[config.mk]
export PLATFORM = sky130hd
export DESIGN_NAME = datamemory_arbiter
export DESIGN_NICKNAME = d
export VERILOG_FILES = /design/src/rtl/datamemory_arbiter.sv
export SDC_FILE = /design/constraint.sdc
export NUM_CORES = 1
export LEC_CHECK = 0
export CORE_MARGIN = 2
export CORE_UTILIZATION = 39
export DETAILED_ROUTE_END_ITERATION = 16
export GPL_TIMING_DRIVEN = 0
export MAX_ROUTING_LAYER = met4
export PLACE_DENSITY = 0.77
export SLEW_MARGIN = 15
export SYNTH_ARGS = -nofsm -noshare
export SYNTH_HDL_FRONTEND = slang
export SYNTH_SLANG_ARGS = --single-unit
[constraint.sdc]
create_clock -name clk -period 3.9 [get_ports clk]
set_clock_uncertainty 0.2 [all_clocks]
set_input_delay 0.975 -clock clk [delete_from_list [all_inputs] [get_ports clk]]
set_output_delay 0.975 -clock clk [all_outputs]
set_load 0.02 [all_outputs]
[src/rtl/datamemory_arbiter.sv]
// datamemory_arbiter: two-port valid/ready arbiter for the single-port data memory;
// define DMEM_ARB_RR_EN for round-robin ties, otherwise port 0 has fixed priority.
module datamemory_arbiter #(
  parameter int ADDR_W = 10,
  parameter int DATA_W = 32
) (
  input  logic              clk,
  input  logic              rst,
  input  logic              req0_valid,
  input  logic              req0_rw,
  input  logic [ADDR_W-1:0] req0_addr,
  input  logic [DATA_W-1:0] req0_wdata,
  output logic              req0_ready,
  output logic              rsp0_valid,
  output logic [DATA_W-1:0] rsp0_rdata,
  input  logic              req1_valid,
  input  logic              req1_rw,
  input  logic [ADDR_W-1:0] req1_addr,
  input  logic [DATA_W-1:0] req1_wdata,
  output logic              req1_ready,
  output logic              rsp1_valid,
  output logic [DATA_W-1:0] rsp1_rdata,
  output logic [ADDR_W-1:0] mem_addr,
  output logic [DATA_W-1:0] mem_din,
  output logic              mem_rw,
  input  logic [DATA_W-1:0] mem_rdata
);
  typedef enum logic [1:0] {IDLE, ACCESS, RESP} state_t;
  state_t state;
  logic port, op, grant1, accept;
  logic [DATA_W-1:0] hold0, hold1;
`ifdef DMEM_ARB_RR_EN
  logic pref1;
  assign grant1 = req1_valid && (!req0_valid || pref1);
  always_ff @(posedge clk or posedge rst)
    if (rst) pref1 <= 1'b0;
    else if (accept) pref1 <= !grant1;
`else
  assign grant1 = req1_valid && !req0_valid;
`endif
  assign req0_ready = !rst && state == IDLE && req0_valid && !grant1;
  assign req1_ready = !rst && state == IDLE && grant1;
  assign accept = req0_ready || req1_ready;
  // read data is only valid from the memory during RESP, so it bypasses the hold register then
  assign rsp0_rdata = (rsp0_valid && !op) ? mem_rdata : hold0;
  assign rsp1_rdata = (rsp1_valid && !op) ? mem_rdata : hold1;
  always_ff @(posedge clk or posedge rst)
    if (rst) begin
      state <= IDLE;
      mem_addr <= '0;
      mem_din <= '0;
      mem_rw <= 1'b0;
      port <= 1'b0;
      op <= 1'b0;
      rsp0_valid <= 1'b0;
      rsp1_valid <= 1'b0;
      hold0 <= '0;
      hold1 <= '0;
    end else begin
      rsp0_valid <= 1'b0;
      rsp1_valid <= 1'b0;
      case (state)
        IDLE: if (accept) begin
          mem_addr <= grant1 ? req1_addr : req0_addr;
          mem_din <= grant1 ? req1_wdata : req0_wdata;
          mem_rw <= grant1 ? req1_rw : req0_rw;
          op <= grant1 ? req1_rw : req0_rw;
          port <= grant1;
          state <= ACCESS;
        end
        ACCESS: begin
          mem_rw <= 1'b0;
          rsp0_valid <= !port;
          rsp1_valid <= port;
          state <= RESP;
        end
        default: begin
          if (rsp0_valid && !op) hold0 <= mem_rdata;
          if (rsp1_valid && !op) hold1 <= mem_rdata;
          state <= IDLE;
        end
      endcase
    end
endmodule

* Word level (Yosys, flattened, before mapping) *
Index checks and enable logic that the tools add are counted.

cells by class
  equal/unequal tests = 2
  multiplexer cells = 11
  reductions and logical operators = 18

operator list
  cell                                            number
  two-way mux 32 bit                              3
  two-way mux 10 bit                              1
  logical AND 1 bit                               7
  zero test 1 bit                                 5
  two-way mux 1 bit                               4
  one-hot mux 2 bit (2 select lines)              1
  AND reduction 2 bit                             2
  == test 2 x 1 -> 1 bit (second input constant)  1
  zero test 2 bit                                 1
  two-way mux 2 bit                               1
  != test 2 bit (second input constant)           1
  one-hot mux 1 bit (2 select lines)              1
  nonzero test 2 bit                              1
  OR reduction 2 bit                              1
  logical OR 1 bit                                1

storage, ports and cells
  word-level logic and storage cells = 41
  register bits after elaboration = 113
  output and inout bits = 111
  bits of input ports = 122

* Logic depth before layout (Yosys ltp) *
  word-level depth = 7
  gate-level depth with buffers = 5
  mapped depth without buffers = 3

* Worst setup path after synthesis *
No wires, ideal clock.

  path type = input port to output port
  start point = in rst
  end point = out req1_ready
  path slack = 1.070 ns
  path buffers = 0
  data required time = 2.725 ns
  cell stages on the path = 2
  data arrival time = 1.655 ns
  cell sequence = or3_4 > nor2_1

between the ends
  word-level cells in the longest chain between the ends = 3

ends and longest elaborated chain
  item                              RTL line  text
  start: declaration                8         input logic rst,
  zero test 1 bit (no source line)  -
  logical AND 1 bit (2 in a row)    42        assign req1_ready = !rst && state == IDLE && grant1;
  end: declaration                  20        output logic req1_ready,

No other way between the ends.

* Worst setup path in the final report *
Same ends and word-level chain as after synthesis.

==> flow_results.org <==
** Status
- The run finished with clean final reports.

** Placed design
- Worst-case setup slack after placement :: 0.101 ns
- Port Buffer Count :: 232
- Weighted congestion at the end of routability-driven global placement :: 0.783
- Half-perimeter wire length of the detailed placement result :: 11.2 mm

** Timing
- Timing would allow up to 262 MHz.
- The clock period could shrink to 3.82 ns.
- Worst slew margin :: 58.0%
- Summed over all failing endpoints, the final setup total negative slack is 0 ns.
- Setup slack on the critical path of the routed design comes to 0.0777 ns.
- Number of setup violations in the final report :: 0
- For the pin with the worst max-slew slack, the measured transition is 0.629 ns.
- Setup repair after global routing left no endpoint under its margin.
- The final number of hold-violating endpoints came to 0.
- The number of pins exceeding their max-slew limit in the final report is 0.
- In the finished design, the share of the clock period the worst path needs comes to 98.0%.

** Logic synthesis
- In this run, synthesis produced a sequential element count of 113.
- Number of warnings printed during yosys synthesis :: 0
- Synthesis produced 372 cells.
- Area of the mapped netlist :: 5720 um^2
- When the netlist entered floorplanning its net count stood at 494.
- After synthesis, the netlist uses 23 different library cells.
- Mean instance size in the synthesized netlist :: 15.4 um^2
- Sequential cells were found to cover 49.4% of the synthesized design area.

** Floorplanning
- During I/O placement, the number of pins put on the boundary was 233.
- The floorplan step defined a die boundary enclosing 15600 um^2.
- DIE HEIGHT :: 125 um
- After floorplanning, the core was sized to cover 14400 um^2.
- Row count :: 44
- In this run the horizontal extent of the chip is 125 um.
- Initial cell density of the core :: 39.7%

** CTS
- CTS H-tree depth :: 4
- Post-CTS repair changed the size of 0 cells.
- CTS Root Buffer Type :: clkbuf_16
- The number of hold buffers added after CTS was 0.
- CTS saw 113 sinks.
- Buffers added to address setup during post-CTS repair amount to 0.
- TritonCTS built the clock tree.
- Worst-skew pair later-pin latency :: 0.41 ns
- After clock tree synthesis, the clock-pin slew on the worst setup and hold paths is 0.05 ns.
- Max clock buf depth :: 2
- Num CTS Buffers :: 17

** Power and ir drop
- Cell internal power dissipation :: 3.80 mW
- Ratio of total power to cell area :: 612 nW/um^2
- The clock network accounts for 26.3% of the total power.
- Comb pwr share :: 41.8%
- For this design the static power due to leakage is 3.70 nW.
- Across the VDD grid, the largest voltage drop is 0.299 mV.
- Seq pwr share :: 31.9%
- In this run the power spent charging and discharging nets is 1.65 mW.
- In this run switching power makes up 30.3% of total power.

** Layout
- The library cells used most frequently in the layout, excluding fill and tap cells, are clkdlybuf4s50_1 (232), mux2_2 (172), dfrtp_1 (113).
- Count of fill cells added during filler insertion :: 1136
- Most common cell after layout, fill and taps aside :: clkdlybuf4s50_1
- At the end of the flow, the number of nets in the layout was 748.
- Antenna cell count :: 0
- Share of final-layout standard cells stronger than drive strength 1 :: 41.8%
- Relative to the synthesized area, the layout overhead comes to 55.7%.

** Hold path
- In this run the worst hold path is classified as flop to flop.

** Worst setup path
- The worst register-to-register path begins at state[1]$_DFFE_PP0P_.
- The endpoint identified for the worst register-to-register timing path is mem_din[29]$_DFFE_PP0P_.
- Worst setup path endpoint :: req1_ready
- The critical path starts at rst.
- Internal reg-to-reg setup slack :: 1.97 ns
- Critical Path Sink Type :: output pin
- Crit path max fanout :: 4
- Data on the critical path is required at its endpoint by 2.72 ns.
- WP data arrival :: 2.65 ns
- Nature of the critical path startpoint :: input pin
- The worst setup path is of the input pin to output pin kind.
- Worst reg-to-reg path cell count :: 4

** Run
- The tool flagged a number of max-cap violations equal to 0.

** Global routing
- Initial antenna violation count :: 0
- Maximum number of pins on one net before global-route repair :: 33
- For this run the aggregate overflow at the end of global routing stands at 0.
- The first global-routing pass estimated 23.6 mm of wire.
- Total routing usage reported by global routing :: 19.9%
- The number of global-route vias before repair is 4545.

** Drt
- Before antenna repair, the detailed router went through 4 iterations.
- Total Wirelength :: 14.7 mm
- Number of remaining DRC errors :: 0
- Number of violations reported at the end of detailed-routing iteration 0 :: 79
- Vias after detailed routing :: 4004
- Once detail routing completed, the nets flagged for antenna violations numbered 0.
- In the routed layout, each cell is associated on average with a via count of 4.87.
- In the final routed layout, each cell accounts on average for 17.9 um.
[through the flow]
step	instance area, um^2	total power [mW]	utilization, %	std cells	hold slack (ns)
final	8900	5.45	61.7	823	0.251
after global routing	8900	5.70	61.7	823	0.281
after detailed placement	8340	4.04	57.8	791	0.241
after floorplan	5720	2.97	-	372	0.217
after global placement	8280	3.99	57.4	788	0.241
after CTS	8900	5.52	61.7	823	0.251
[cell usage after synthesis, drive strengths merged]
master / n / area share (%)
a2111oi: 1 / 0.15
a21oi: 1 / 0.087
and2: 2 / 0.22
and3b: 1 / 0.15
buf: 22 / 3.4
clkbuf: 1 / 0.066
dfrtp: 113 / 49
inv: 2 / 0.13
mux2: 212 / 44
nand2: 1 / 0.066
nand2b: 2 / 0.22
nand3b: 1 / 0.13
nor2: 4 / 0.55
nor2b: 4 / 0.44
nor3: 2 / 0.18
o21ba: 1 / 0.18
o31a: 1 / 0.15
or3: 1 / 0.20
[flip-flops by register name (all words and copies together), names as in the netlist, 2 cells and up]
name      count
mem_addr     10
hold0        32
mem_din      32
state         2
hold1        32
[power by group through the flow]
stage          clock (mW)  combinational [mW]  sequential, mW
2_1_floorplan           0                1.12            1.85
5_1_grt              1.53                2.40            1.78
4_1_cts              1.48                2.31            1.74
3_3_place_gp            0                2.26            1.73
3_5_place_dp            0                2.29            1.75
6_report             1.44                2.28            1.74
[worst min path at each step]
stage	depth (start not counted)	slack, ns	endpoint	start
floorplan	1	0.22	rsp0_valid$_DFF_PP0_	port$_DFFE_PP0P_
global placement	1	0.24	rsp0_valid$_DFF_PP0_	port$_DFFE_PP0P_
detailed placement	1	0.24	rsp0_valid$_DFF_PP0_	port$_DFFE_PP0P_
CTS	1	0.25	rsp0_valid$_DFF_PP0_	port$_DFFE_PP0P_
global route	1	0.28	rsp0_valid$_DFF_PP0_	port$_DFFE_PP0P_
finish	1	0.25	rsp0_valid$_DFF_PP0_	port$_DFFE_PP0P_
[layer usage]
| layer | vias to the layer above | global-route usage, % | wire, um |
|---|---|---|---|
| met5 | - | - | 0 |
| met4 | 0 | 7.25 | 322 |
| li1 | 1860 | - | - |
| met1 | 1969 | 22.5 | 6050 |
| met2 | 150 | 32.6 | 7270 |
| met3 | 25 | 7.10 | 1100 |
[worst max-delay path, stage by stage]
cell,delay (ns)
clkdlybuf4s50_1,0.51
or3_4,0.42
nor2_1,0.12
clkdlybuf4s50_1,0.63
[cells by family (layout without fill, tap and decap cells)]
logic type             Yosys count  count (layout)  synth area share (%)
DFF                            113             113                  49.4
AOI/OAI and AO/OA                4               4                 0.569
buffers and inverters           25             292                  3.61
and+or+nand+nor                 18              18                  2.14
muxes                          212             212                  44.2
[layout make-up]
| cell class | instances | area [um^2] | share of cell area, % |
|---|---|---|---|
| Multi-Input combinational cell | 234 | 2690 | 30.2 |
| Clock buffer | 28 | 547 | 6.14 |
| Sequential cell | 113 | 2830 | 31.8 |
| Inverter | 2 | 11.3 | 0.126 |
| Buffer | 23 | 199 | 2.23 |
| Tap cell | 184 | 230 | 2.59 |
| Timing Repair Buffer | 235 | 2380 | 26.8 |
| Clock inverter | 4 | 20.0 | 0.225 |
No activity file was read; power rests on OpenSTA's default activity.
